[src/rtl/decode_issue_if.sv]
// Fetch -> decode/issue -> execute handshake bundle, plus writeback, flush and scoreboard status.
// The master side is fetch/execute/writeback; the slave side is decode_issue_ctrl.
interface decode_issue_if #(
  parameter int PC_W        = 32,
  parameter int STALL_CNT_W = 16
);
  logic                   in_valid;
  logic                   in_ready;
  logic [31:0]            in_instr;
  logic [PC_W-1:0]        in_pc;

  logic                   out_valid;
  logic                   out_ready;
  logic [PC_W-1:0]        out_pc;
  logic [6:0]             out_opcode;
  logic [4:0]             out_rd;
  logic [2:0]             out_f3;
  logic [4:0]             out_rs1;
  logic [4:0]             out_rs2;
  logic                   out_f7;

  logic                   wb_valid;
  logic [4:0]             wb_rd;
  logic                   flush;

  logic [31:0]            busy_map;
  logic [STALL_CNT_W-1:0] stall_cnt;

  modport master (
    output in_valid, in_instr, in_pc, out_ready, wb_valid, wb_rd, flush,
    input  in_ready, out_valid, out_pc, out_opcode, out_rd, out_f3,
           out_rs1, out_rs2, out_f7, busy_map, stall_cnt
  );

  modport slave (
    input  in_valid, in_instr, in_pc, out_ready, wb_valid, wb_rd, flush,
    output in_ready, out_valid, out_pc, out_opcode, out_rd, out_f3,
           out_rs1, out_rs2, out_f7, busy_map, stall_cnt
  );
endinterface

[src/rtl/decode_issue_ctrl.sv]
// Single-entry decode/issue stage: holds one RV32 instruction, checks RAW hazards against a
// 32-entry pending-write scoreboard, and issues to execute when clear and execute is ready.
module decode_issue_ctrl #(
  parameter int PC_W        = 32,
  parameter int STALL_CNT_W = 16
) (
  input logic           clk,
  input logic           rst,
  decode_issue_if.slave bus
);
  localparam logic [6:0] OPC_LUI    = 7'b0110111;
  localparam logic [6:0] OPC_AUIPC  = 7'b0010111;
  localparam logic [6:0] OPC_JAL    = 7'b1101111;
  localparam logic [6:0] OPC_OP     = 7'b0110011;
  localparam logic [6:0] OPC_STORE  = 7'b0100011;
  localparam logic [6:0] OPC_BRANCH = 7'b1100011;

  typedef enum logic {ST_EMPTY, ST_FULL} state_t;

  state_t                 state_reg, state_next;
  logic                   load_en;
  logic [31:0]            instr_reg;
  logic [PC_W-1:0]        pc_reg;
  logic [31:0]            busy_map_reg, busy_map_next;
  logic [STALL_CNT_W-1:0] stall_cnt_reg, stall_cnt_next;

  logic       hold_valid;
  logic [6:0] opcode;
  logic [4:0] rd, rs1, rs2;
  logic [2:0] f3;
  logic       f7;
  logic       uses_rs1, uses_rs2, writes_rd;
  logic       hazard;
  logic       out_valid, issue_fire, in_ready, in_fire;
  logic       unused_instr_bits;

  assign hold_valid = (state_reg == ST_FULL);

  assign opcode = instr_reg[6:0];
  assign rd     = instr_reg[11:7];
  assign f3     = instr_reg[14:12];
  assign rs1    = instr_reg[19:15];
  assign rs2    = instr_reg[24:20];
  assign f7     = instr_reg[30];
  assign unused_instr_bits = ^{instr_reg[31], instr_reg[29:25]};

  always_comb begin
    uses_rs1  = !((opcode == OPC_LUI) || (opcode == OPC_AUIPC) || (opcode == OPC_JAL));
    uses_rs2  = (opcode == OPC_OP) || (opcode == OPC_STORE) || (opcode == OPC_BRANCH);
    writes_rd = !((opcode == OPC_STORE) || (opcode == OPC_BRANCH)) && (rd != 5'd0);
  end

  // Registered scoreboard only: a writeback unblocks issue one cycle later, never the same cycle.
  assign hazard     = (uses_rs1 & busy_map_reg[rs1]) | (uses_rs2 & busy_map_reg[rs2]);
  assign out_valid  = hold_valid & ~hazard & ~bus.flush;
  assign issue_fire = out_valid & bus.out_ready;
  assign in_ready   = ~hold_valid | issue_fire;
  assign in_fire    = bus.in_valid & in_ready & ~bus.flush;

  always_comb begin
    state_next = state_reg;
    load_en    = 1'b0;
    case (state_reg)
      ST_EMPTY: begin
        if (in_fire) begin
          state_next = ST_FULL;
          load_en    = 1'b1;
        end
      end
      ST_FULL: begin
        if (bus.flush) begin
          state_next = ST_EMPTY;
        end else if (in_fire) begin
          state_next = ST_FULL;
          load_en    = 1'b1;
        end else if (issue_fire) begin
          state_next = ST_EMPTY;
        end
      end
      default: state_next = ST_EMPTY;
    endcase
  end

  // Per-register scoreboard update; the issue-side set outranks a same-edge writeback clear.
  genvar gi;
  generate
    for (gi = 0; gi < 32; gi++) begin : g_sb
      if (gi == 0) begin : g_x0
        assign busy_map_next[gi] = 1'b0;
      end else begin : g_xn
        logic clr_bit, set_bit;
        assign clr_bit = bus.wb_valid & (bus.wb_rd == 5'(gi));
        assign set_bit = issue_fire & writes_rd & (rd == 5'(gi));
        assign busy_map_next[gi] = set_bit | (busy_map_reg[gi] & ~clr_bit);
      end
    end
  endgenerate

  always_comb begin
    stall_cnt_next = stall_cnt_reg;
    if (hold_valid && hazard && !bus.flush && !(&stall_cnt_reg)) begin
      stall_cnt_next = stall_cnt_reg + 1'b1;
    end
  end

  always_ff @(posedge clk) begin
    if (rst) begin
      state_reg     <= ST_EMPTY;
      busy_map_reg  <= '0;
      stall_cnt_reg <= '0;
    end else begin
      state_reg     <= state_next;
      busy_map_reg  <= busy_map_next;
      stall_cnt_reg <= stall_cnt_next;
    end
  end

  // Payload needs no reset: it is only observed while hold_valid is set.
  always_ff @(posedge clk) begin
    if (load_en) begin
      instr_reg <= bus.in_instr;
      pc_reg    <= bus.in_pc;
    end
  end

  assign bus.in_ready   = in_ready;
  assign bus.out_valid  = out_valid;
  assign bus.out_pc     = pc_reg;
  assign bus.out_opcode = opcode;
  assign bus.out_rd     = rd;
  assign bus.out_f3     = f3;
  assign bus.out_rs1    = rs1;
  assign bus.out_rs2    = rs2;
  assign bus.out_f7     = f7;
  assign bus.busy_map   = busy_map_reg;
  assign bus.stall_cnt  = stall_cnt_reg;
endmodule

[src/flat_wrapper.sv]
// flat-port wrapper written by rule: the top's interface ports become plain ports
module decode_issue_ctrl_flat 
#(
  parameter int PC_W        = 32,
  parameter int STALL_CNT_W = 16
)
  (clk, rst, bus_in_valid, bus_in_instr, bus_in_pc, bus_out_ready, bus_wb_valid, bus_wb_rd, bus_flush, bus_in_ready, bus_out_valid, bus_out_pc, bus_out_opcode, bus_out_rd, bus_out_f3, bus_out_rs1, bus_out_rs2, bus_out_f7, bus_busy_map, bus_stall_cnt);
  decode_issue_if #(.PC_W(PC_W), .STALL_CNT_W(STALL_CNT_W)) bus_i ();
  input logic clk;
  input logic rst;
  input wire logic [$bits(bus_i.in_valid)-1:0] bus_in_valid;
  input wire logic [$bits(bus_i.in_instr)-1:0] bus_in_instr;
  input wire logic [$bits(bus_i.in_pc)-1:0] bus_in_pc;
  input wire logic [$bits(bus_i.out_ready)-1:0] bus_out_ready;
  input wire logic [$bits(bus_i.wb_valid)-1:0] bus_wb_valid;
  input wire logic [$bits(bus_i.wb_rd)-1:0] bus_wb_rd;
  input wire logic [$bits(bus_i.flush)-1:0] bus_flush;
  output wire logic [$bits(bus_i.in_ready)-1:0] bus_in_ready;
  output wire logic [$bits(bus_i.out_valid)-1:0] bus_out_valid;
  output wire logic [$bits(bus_i.out_pc)-1:0] bus_out_pc;
  output wire logic [$bits(bus_i.out_opcode)-1:0] bus_out_opcode;
  output wire logic [$bits(bus_i.out_rd)-1:0] bus_out_rd;
  output wire logic [$bits(bus_i.out_f3)-1:0] bus_out_f3;
  output wire logic [$bits(bus_i.out_rs1)-1:0] bus_out_rs1;
  output wire logic [$bits(bus_i.out_rs2)-1:0] bus_out_rs2;
  output wire logic [$bits(bus_i.out_f7)-1:0] bus_out_f7;
  output wire logic [$bits(bus_i.busy_map)-1:0] bus_busy_map;
  output wire logic [$bits(bus_i.stall_cnt)-1:0] bus_stall_cnt;
  assign bus_i.in_valid = bus_in_valid;
  assign bus_i.in_instr = bus_in_instr;
  assign bus_i.in_pc = bus_in_pc;
  assign bus_i.out_ready = bus_out_ready;
  assign bus_i.wb_valid = bus_wb_valid;
  assign bus_i.wb_rd = bus_wb_rd;
  assign bus_i.flush = bus_flush;
  assign bus_in_ready = bus_i.in_ready;
  assign bus_out_valid = bus_i.out_valid;
  assign bus_out_pc = bus_i.out_pc;
  assign bus_out_opcode = bus_i.out_opcode;
  assign bus_out_rd = bus_i.out_rd;
  assign bus_out_f3 = bus_i.out_f3;
  assign bus_out_rs1 = bus_i.out_rs1;
  assign bus_out_rs2 = bus_i.out_rs2;
  assign bus_out_f7 = bus_i.out_f7;
  assign bus_busy_map = bus_i.busy_map;
  assign bus_stall_cnt = bus_i.stall_cnt;
  decode_issue_ctrl #(.PC_W(PC_W), .STALL_CNT_W(STALL_CNT_W)) u_core (.clk(clk), .rst(rst), .bus(bus_i));
endmodule
[config.mk]
export PLATFORM = sky130hd
export DESIGN_NAME = decode_issue_ctrl_flat
export DESIGN_NICKNAME = d
export VERILOG_FILES = /design/src/rtl/decode_issue_if.sv /design/src/rtl/decode_issue_ctrl.sv /design/src/flat_wrapper.sv
export SDC_FILE = /design/constraint.sdc
export NUM_CORES = 1
export LEC_CHECK = 0
export BUFFER_PORTS_ARGS = -buffer_cell sky130_fd_sc_hd__buf_2
export CORE_MARGIN = 4
export CORE_UTILIZATION = 35
export DETAILED_ROUTE_END_ITERATION = 8
export SETUP_SLACK_MARGIN = 0.3
export SYNTH_ARGS = -nofsm -noshare
export SYNTH_HDL_FRONTEND = slang
export SYNTH_SLANG_ARGS = --single-unit
[constraint.sdc]
create_clock -name clk -period 3.85 [get_ports clk]
set_input_delay 0 -clock clk [delete_from_list [all_inputs] [get_ports clk]]
set_output_delay 0 -clock clk [all_outputs]
set_load 0.005 [all_outputs]
==> impl_metrics.env, run 1 <==
export IMPL_clk_path_buf_depth=2
export IMPL_grt_pass1_wl_um=23200
export IMPL_crit_start="u_core.instr_reg[16]"
export IMPL_tritoncts="built"
export IMPL_antenna_cells=0
export IMPL_dieHeight_um=123
export IMPL_hp_start="bus_in_valid"
export IMPL_cts_sinks=106
export IMPL_synth_top_area_share_pct=37.8
export IMPL_via_count=4226
export IMPL_nets=706
export IMPL_drive_gt1_share_pct=33.4
export IMPL_power_leakage_nw=2.62
export IMPL_antenna_found_initial=0
export IMPL_path_class="flip-flop to flip-flop"
export IMPL_yosys_warnings=0
export IMPL_dr_pass1_iters=4
export IMPL_synth_ff_type="edfxtp_1"
export IMPL_synth_area_leaders="edfxtp_1 38%, dfxtp_1 21%, mux2i_1 4.6%, o31ai_1 4.4%, nand3_1 3.5%"
export IMPL_syn2layout_area_growth_pct=42.4
export IMPL_rows=41
export IMPL_ys_async_sr_fraction_pct=0
export IMPL_p_total_mw=2.41
export IMPL_cts_buffers=9
export IMPL_cp_start_kind="flip-flop"
export IMPL_hold_violations=0
export IMPL_drv_slew=0
export IMPL_cp_cell_sequence="mux4_2 > o2111ai_1 > nand3_1 > o21bai_1 > nand3_1 > o21ai_0 > and3b_2 > buf_6"
export IMPL_overflow=0
export IMPL_grtUsageTotal_pct=20.1
export IMPL_synthCells=398
export IMPL_finalHoldWorstSlack_ps=24.5
export IMPL_coreArea_sq_mm=0.0128
export IMPL_synth_edff_count=58
export IMPL_post_place_cells=729
export IMPL_cap_violations=0
export IMPL_syn_area_sq_mm=0.00461
export IMPL_grt_pass1_vias=4376
export IMPL_yosysSeqAreaShare_pct=58.7
export IMPL_drc=0
export IMPL_status="complete, no violations"
export IMPL_cp_end_kind="flip-flop"
export IMPL_cts_root_buf="clkbuf_16"
export IMPL_rsz0062_at_grt="no"
export IMPL_dp_hpwl_um=10500
export IMPL_start_util_pct=36.1
export IMPL_io_pins=183
export IMPL_drtIter0Drc=300
export IMPL_layout_cells_non_filler=807
export IMPL_hold_path_cell_count=3
export IMPL_cp_required_ps=3870
export IMPL_post_drt_wl_per_cell_um=18.4
export IMPL_worstPathMaxFanout=39
export IMPL_wl_um=14900
export IMPL_r2r_cells=8
export IMPL_largest_reg_flops=32
export IMPL_worst_pin_slew_ps=922
export IMPL_crit_path_frequent_cell="nand3_1"
export IMPL_ys_types=51
export IMPL_min_period_ps=3180
export IMPL_rrSetupSlack_ps=670
export IMPL_fp_dieW_um=123
export IMPL_max_slew_margin_pct=38.5
export IMPL_grt_max_degree=40
export IMPL_gp_congestion=0.869
export IMPL_synth_largest_area_cell="edfxtp_1"
export IMPL_port_buffers=175
export IMPL_drt_antenna_violating_nets=0
export IMPL_power_density_mw_per_mm2=367
export IMPL_holdPathEnd="u_core.hold_valid"
export IMPL_clk_latency_ps=350
export IMPL_reg2reg_to="u_core.bus.out_pc[14]"
export IMPL_viasPerCell=5.24
export IMPL_hold_path_class="input port to flip-flop"
export IMPL_htreeDepth=3
export IMPL_syn_num_nets=474
export IMPL_critPathMaxStageDelay_ps=650
export IMPL_clock_skew_ps=8.68
export IMPL_finalCritPeriodShare_pct=82.6
export IMPL_ys_seq_elements=106
export IMPL_finalSetupTns_ps=0
export IMPL_die_area_sq_mm=0.0151
export IMPL_timing_fmax_ghz=0.315
export IMPL_synth_avg_cell_area_sq_um=11.6
export IMPL_r2r_start="u_core.instr_reg[16]"
export IMPL_cp_slowest_cell="edfxtp_1"
export IMPL_setup_viol_count_final=0
export IMPL_peakVddDrop_mv=0.291
export IMPL_clkTransAtPathRegs_ps=70
export IMPL_crit_arrival_ps=3200
[logic make-up after synthesis]
group,synth area share [%]
AND/OR/NAND/NOR,15.8
flip-flops,58.7
AO/OA/AOI/OAI,13.7
multiplexers,8.23
buffers and inverters,2.69
XOR/XNOR,0.570
adder cells (fa/ha/maj),0.272
other,0.0814
[final cells by class]
cell class                 count  area (sq um)
clock inverter                 7          83.8
multi-input combinational    264          1780
tap                          172           215
fill                        1125          6210
clock buffer                   9           225
inverter                       8          30.0
timing repair buffer         241          1520
sequential                   106          2700
[power breakdown]
part           switching, mW  internal, mW  leakage, nW
Sequential            0.0219          1.22        0.929
Clock                  0.445         0.516        0.149
Combinational         0.0981         0.103         1.54
[synthesized netlist by cell type (3+ instances only)]
| cell | count |
|---|---|
| nand2b_1 | 5 |
| nand2_1 | 29 |
| dfxtp_1 | 48 |
| clkbuf_1 | 14 |
| a21oi_1 | 16 |
| o21ai_0 | 11 |
| nor2_1 | 18 |
| nand3_1 | 32 |
| nor3b_1 | 3 |
| nand4_1 | 4 |
| o31ai_1 | 27 |
| inv_1 | 8 |
| mux2i_1 | 21 |
| mux4_2 | 6 |
| or3_1 | 11 |
| nor2b_1 | 8 |
| nand3b_1 | 5 |
| o21ai_1 | 10 |
| mux2_2 | 3 |
| edfxtp_1 | 58 |
| or4_1 | 3 |
| o211ai_1 | 11 |
| o311ai_0 | 8 |
| buf_2 | 3 |
[timing repair]
item / 4_1_cts / 5_1_grt
hold endpoints to repair: 59 / 0
buffers inserted: 0 / 3
endpoints found under the setup margin: 0 / 39
gates resized for setup: 0 / 1
hold buffers: 59 / 0
[cells in the final DEF, fill, tap and decap left out, types with 4 or more instances in the layout]
cell and n:
inv_1 8, nand3b_1 5, nor2_1 18, nor2b_1 8, nand3_1 32, nand4_1 4, edfxtp_1 58, clkbuf_16 9
o21ai_0 11, o211ai_1 11, mux2i_1 21, o21ai_1 10, buf_2 175, dlygate4sd3_1 59, nand2_1 29, o31ai_1 27
a21oi_1 16, or3_1 11, o311ai_0 8, nand2b_1 5, buf_4 6, dfxtp_1 48, mux4_2 6
[metrics by stage]
step	worst slack, ps	area, sq um	util [%]
finish	671	6560	51.4
global route	413	6560	51.4
CTS	454	6540	51.2
detailed placement	473	5640	44.1
global placement	564	5640	44.1
floorplan	491	4610	-
[how the worst max path moves through the flow]
stage	end	slack [ps]	depth (start not counted)
final	u_core.bus.out_pc[14]	670	8
after global routing	u_core.bus.out_pc[31]	410	8
after CTS	u_core.bus.out_pc[31]	450	9
after detailed placement	u_core.bus.out_pc[31]	470	9
after global placement	u_core.bus.out_pc[31]	560	9
after floorplan	u_core.bus.out_pc[0]	490	8
[routing by layer]
| layer | global-route usage [%] | share of wire, % | vias up |
|---|---|---|---|
| li1 | - | - | 2003 |
| met1 | 24.4 | 41 | 2004 |
| met2 | 33.2 | 48 | 194 |
| met3 | 6.08 | 8.8 | 25 |
| met4 | 8.12 | 2.3 | 0 |
| met5 | 0 | 0 | - |
[critical path: cells and delay by family (launching register included)]
kind,cells,cell delay [ps]
compound gates,3,760
flops,1,650
simple gates,3,540
buf+inv,1,320
mux,1,560
Note: power is estimated with default switching activity, not from simulation.
==> run 2: changes to the inputs <==
Clock period 3.85 ns to 2.8 ns, I/O delays scaled along.
==> impl_metrics.env, run 2 (synthesis results as in run 1) <==
export IMPL_dieHeight_um=123
export IMPL_antenna_cells=0
export IMPL_worstPathMaxFanout=16
export IMPL_htreeDepth=3
export IMPL_drtIter0Drc=372
export IMPL_power_density_mw_per_mm2=460
export IMPL_rsz0062_at_grt="yes"
export IMPL_wl_um=15900
export IMPL_drt_antenna_violating_nets=0
export IMPL_io_pins=183
export IMPL_grtUsageTotal_pct=20.9
export IMPL_grt_pass1_wl_um=23800
export IMPL_timing_fmax_ghz=0.377
export IMPL_cp_end_kind="flip-flop"
export IMPL_gp_congestion=0.937
export IMPL_crit_start="u_core.instr_reg[21]"
export IMPL_drive_gt1_share_pct=41.8
export IMPL_viasPerCell=5.29
export IMPL_die_area_sq_mm=0.0151
export IMPL_clock_skew_ps=7.93
export IMPL_hold_path_class="input port to flip-flop"
export IMPL_min_period_ps=2650
export IMPL_fp_dieW_um=123
export IMPL_cts_sinks=106
export IMPL_grt_max_degree=33
export IMPL_peakVddDrop_mv=0.380
export IMPL_grt_pass1_vias=4499
export IMPL_finalCritPeriodShare_pct=94.7
export IMPL_layout_cells_non_filler=835
export IMPL_overflow=0
export IMPL_hold_violations=0
export IMPL_mostFrequentLayoutCells="174 x buf_2, 59 x dlygate4sd3_1, 58 x edfxtp_1, 48 x dfxtp_1, 31 x nand3_1"
export IMPL_worst_slack_ps=148
export IMPL_worst_pin_slew_ps=940
export IMPL_port_buffers=175
export IMPL_worstSetupEndpoint="u_core.bus.out_pc[3]"
export IMPL_finalHoldWorstSlack_ps=5.42
export IMPL_start_util_pct=36.1
export IMPL_via_count=4419
export IMPL_cts_root_buf="clkbuf_16"
export IMPL_power_leakage_nw=2.86
export IMPL_cp_start_kind="flip-flop"
export IMPL_tritoncts="built"
export IMPL_final_common_cell="buf_2"
export IMPL_cap_violations=0
export IMPL_antenna_found_initial=0
export IMPL_r2r_start="u_core.instr_reg[21]"
export IMPL_finalSetupTns_ps=0
export IMPL_drv_slew=0
export IMPL_cts_buffers=9
export IMPL_placed_area_sq_mm=0.00577
export IMPL_cp_required_ps=2870
export IMPL_dr_pass1_iters=5
export IMPL_reg2reg_to="u_core.bus.out_pc[3]"
export IMPL_rrSetupSlack_ps=150
export IMPL_status="complete, no violations"
export IMPL_largest_reg_flops=32
export IMPL_nets=734
export IMPL_place_ws_ps=16.8
export IMPL_dp_hpwl_um=10800
export IMPL_coreArea_sq_mm=0.0128
export IMPL_clk_path_buf_depth=2
export IMPL_post_drt_wl_per_cell_um=19.0
export IMPL_r2r_cells=10
export IMPL_clkTransAtPathRegs_ps=80
export IMPL_clk_latency_ps=350
export IMPL_drc=0
export IMPL_postLayoutCellArea_sq_mm=0.00713
export IMPL_path_class="flip-flop to flip-flop"
export IMPL_post_place_cells=738
export IMPL_max_slew_margin_pct=37.3
export IMPL_setup_viol_count_final=0
export IMPL_syn2layout_area_growth_pct=54.8
export IMPL_crit_arrival_ps=2730
export IMPL_rows=41
==> run 2: changes by cell type in the layout (fill, tap and decap cells not counted), moves of 4 or more <==
cell     change
buf_12       +4
o21ai_0      -5
o21ai_2      +6
o31ai_4      +7
o31ai_2     +16
buf_4       +19
o31ai_1     -23
==> run 2: how the worst min path moves through the flow <==
stage	slack, ps	endpoint	cells after the start	start
global route	40	u_core.hold_valid	3	bus_in_valid
global placement	180	u_core.bus.out_pc[11]	1	bus_in_pc[11]
CTS	3	u_core.hold_valid	3	bus_in_valid
finish	5	u_core.hold_valid	3	bus_in_valid
floorplan	40	bus_in_ready	1	bus_flush
detailed placement	180	u_core.bus.out_pc[2]	1	bus_in_pc[2]
==> run 2: layout make-up <==
cell class                 count  area, sq um
fill                        1090         5640
inverter                       8         30.0
clock inverter                 7         61.3
multi-input combinational    265         2040
tap                          172          215
timing repair buffer         268         1860
sequential                   106         2700
clock buffer                   9          225
==> run 2: timing repair <==
action	4_1_cts	5_1_grt
buffers inserted	14	3
hold endpoints to repair	59	0
gates cloned	3	2
pin swaps	13	3
endpoints found under the setup margin	87	107
resized for setup	8	45
hold buffers	59	0
==> run 2: critical path, cell delays in order (launching register included) <==
cell and delay, ps:
edfxtp_1 520, mux2_4 350, a221oi_2 220, a311oi_1 90, o31ai_2 260, or2_4 180
nand3_2 70, o21ai_2 150, and3b_4 240, buf_4 140, buf_16 150
==> run 2: where the power goes <==
part           switching, mW  total, mW  internal (mW)
sequential            0.0248       1.71           1.68
clock                  0.616       1.24          0.620
combinational          0.158      0.333          0.175
total                  0.798       3.28           2.48
==> run 2: metrics by stage <==
stage	util (%)	power [mW]
floorplan	-	1.84
finish	55.8	3.28
CTS	53.5	3.28
global placement	45.1	1.96
detailed placement	45.1	1.97
global route	55.8	3.39
==> run 2: per-layer routing <==
layer  wire length, um  vias to the layer above  track usage, %
li1                  -                     2062               -
met5                 0                        -               0
met3              1220                       27            6.18
met4               347                        0            7.63
met2              7970                      198            35.3
met1              6330                     2132            25.2
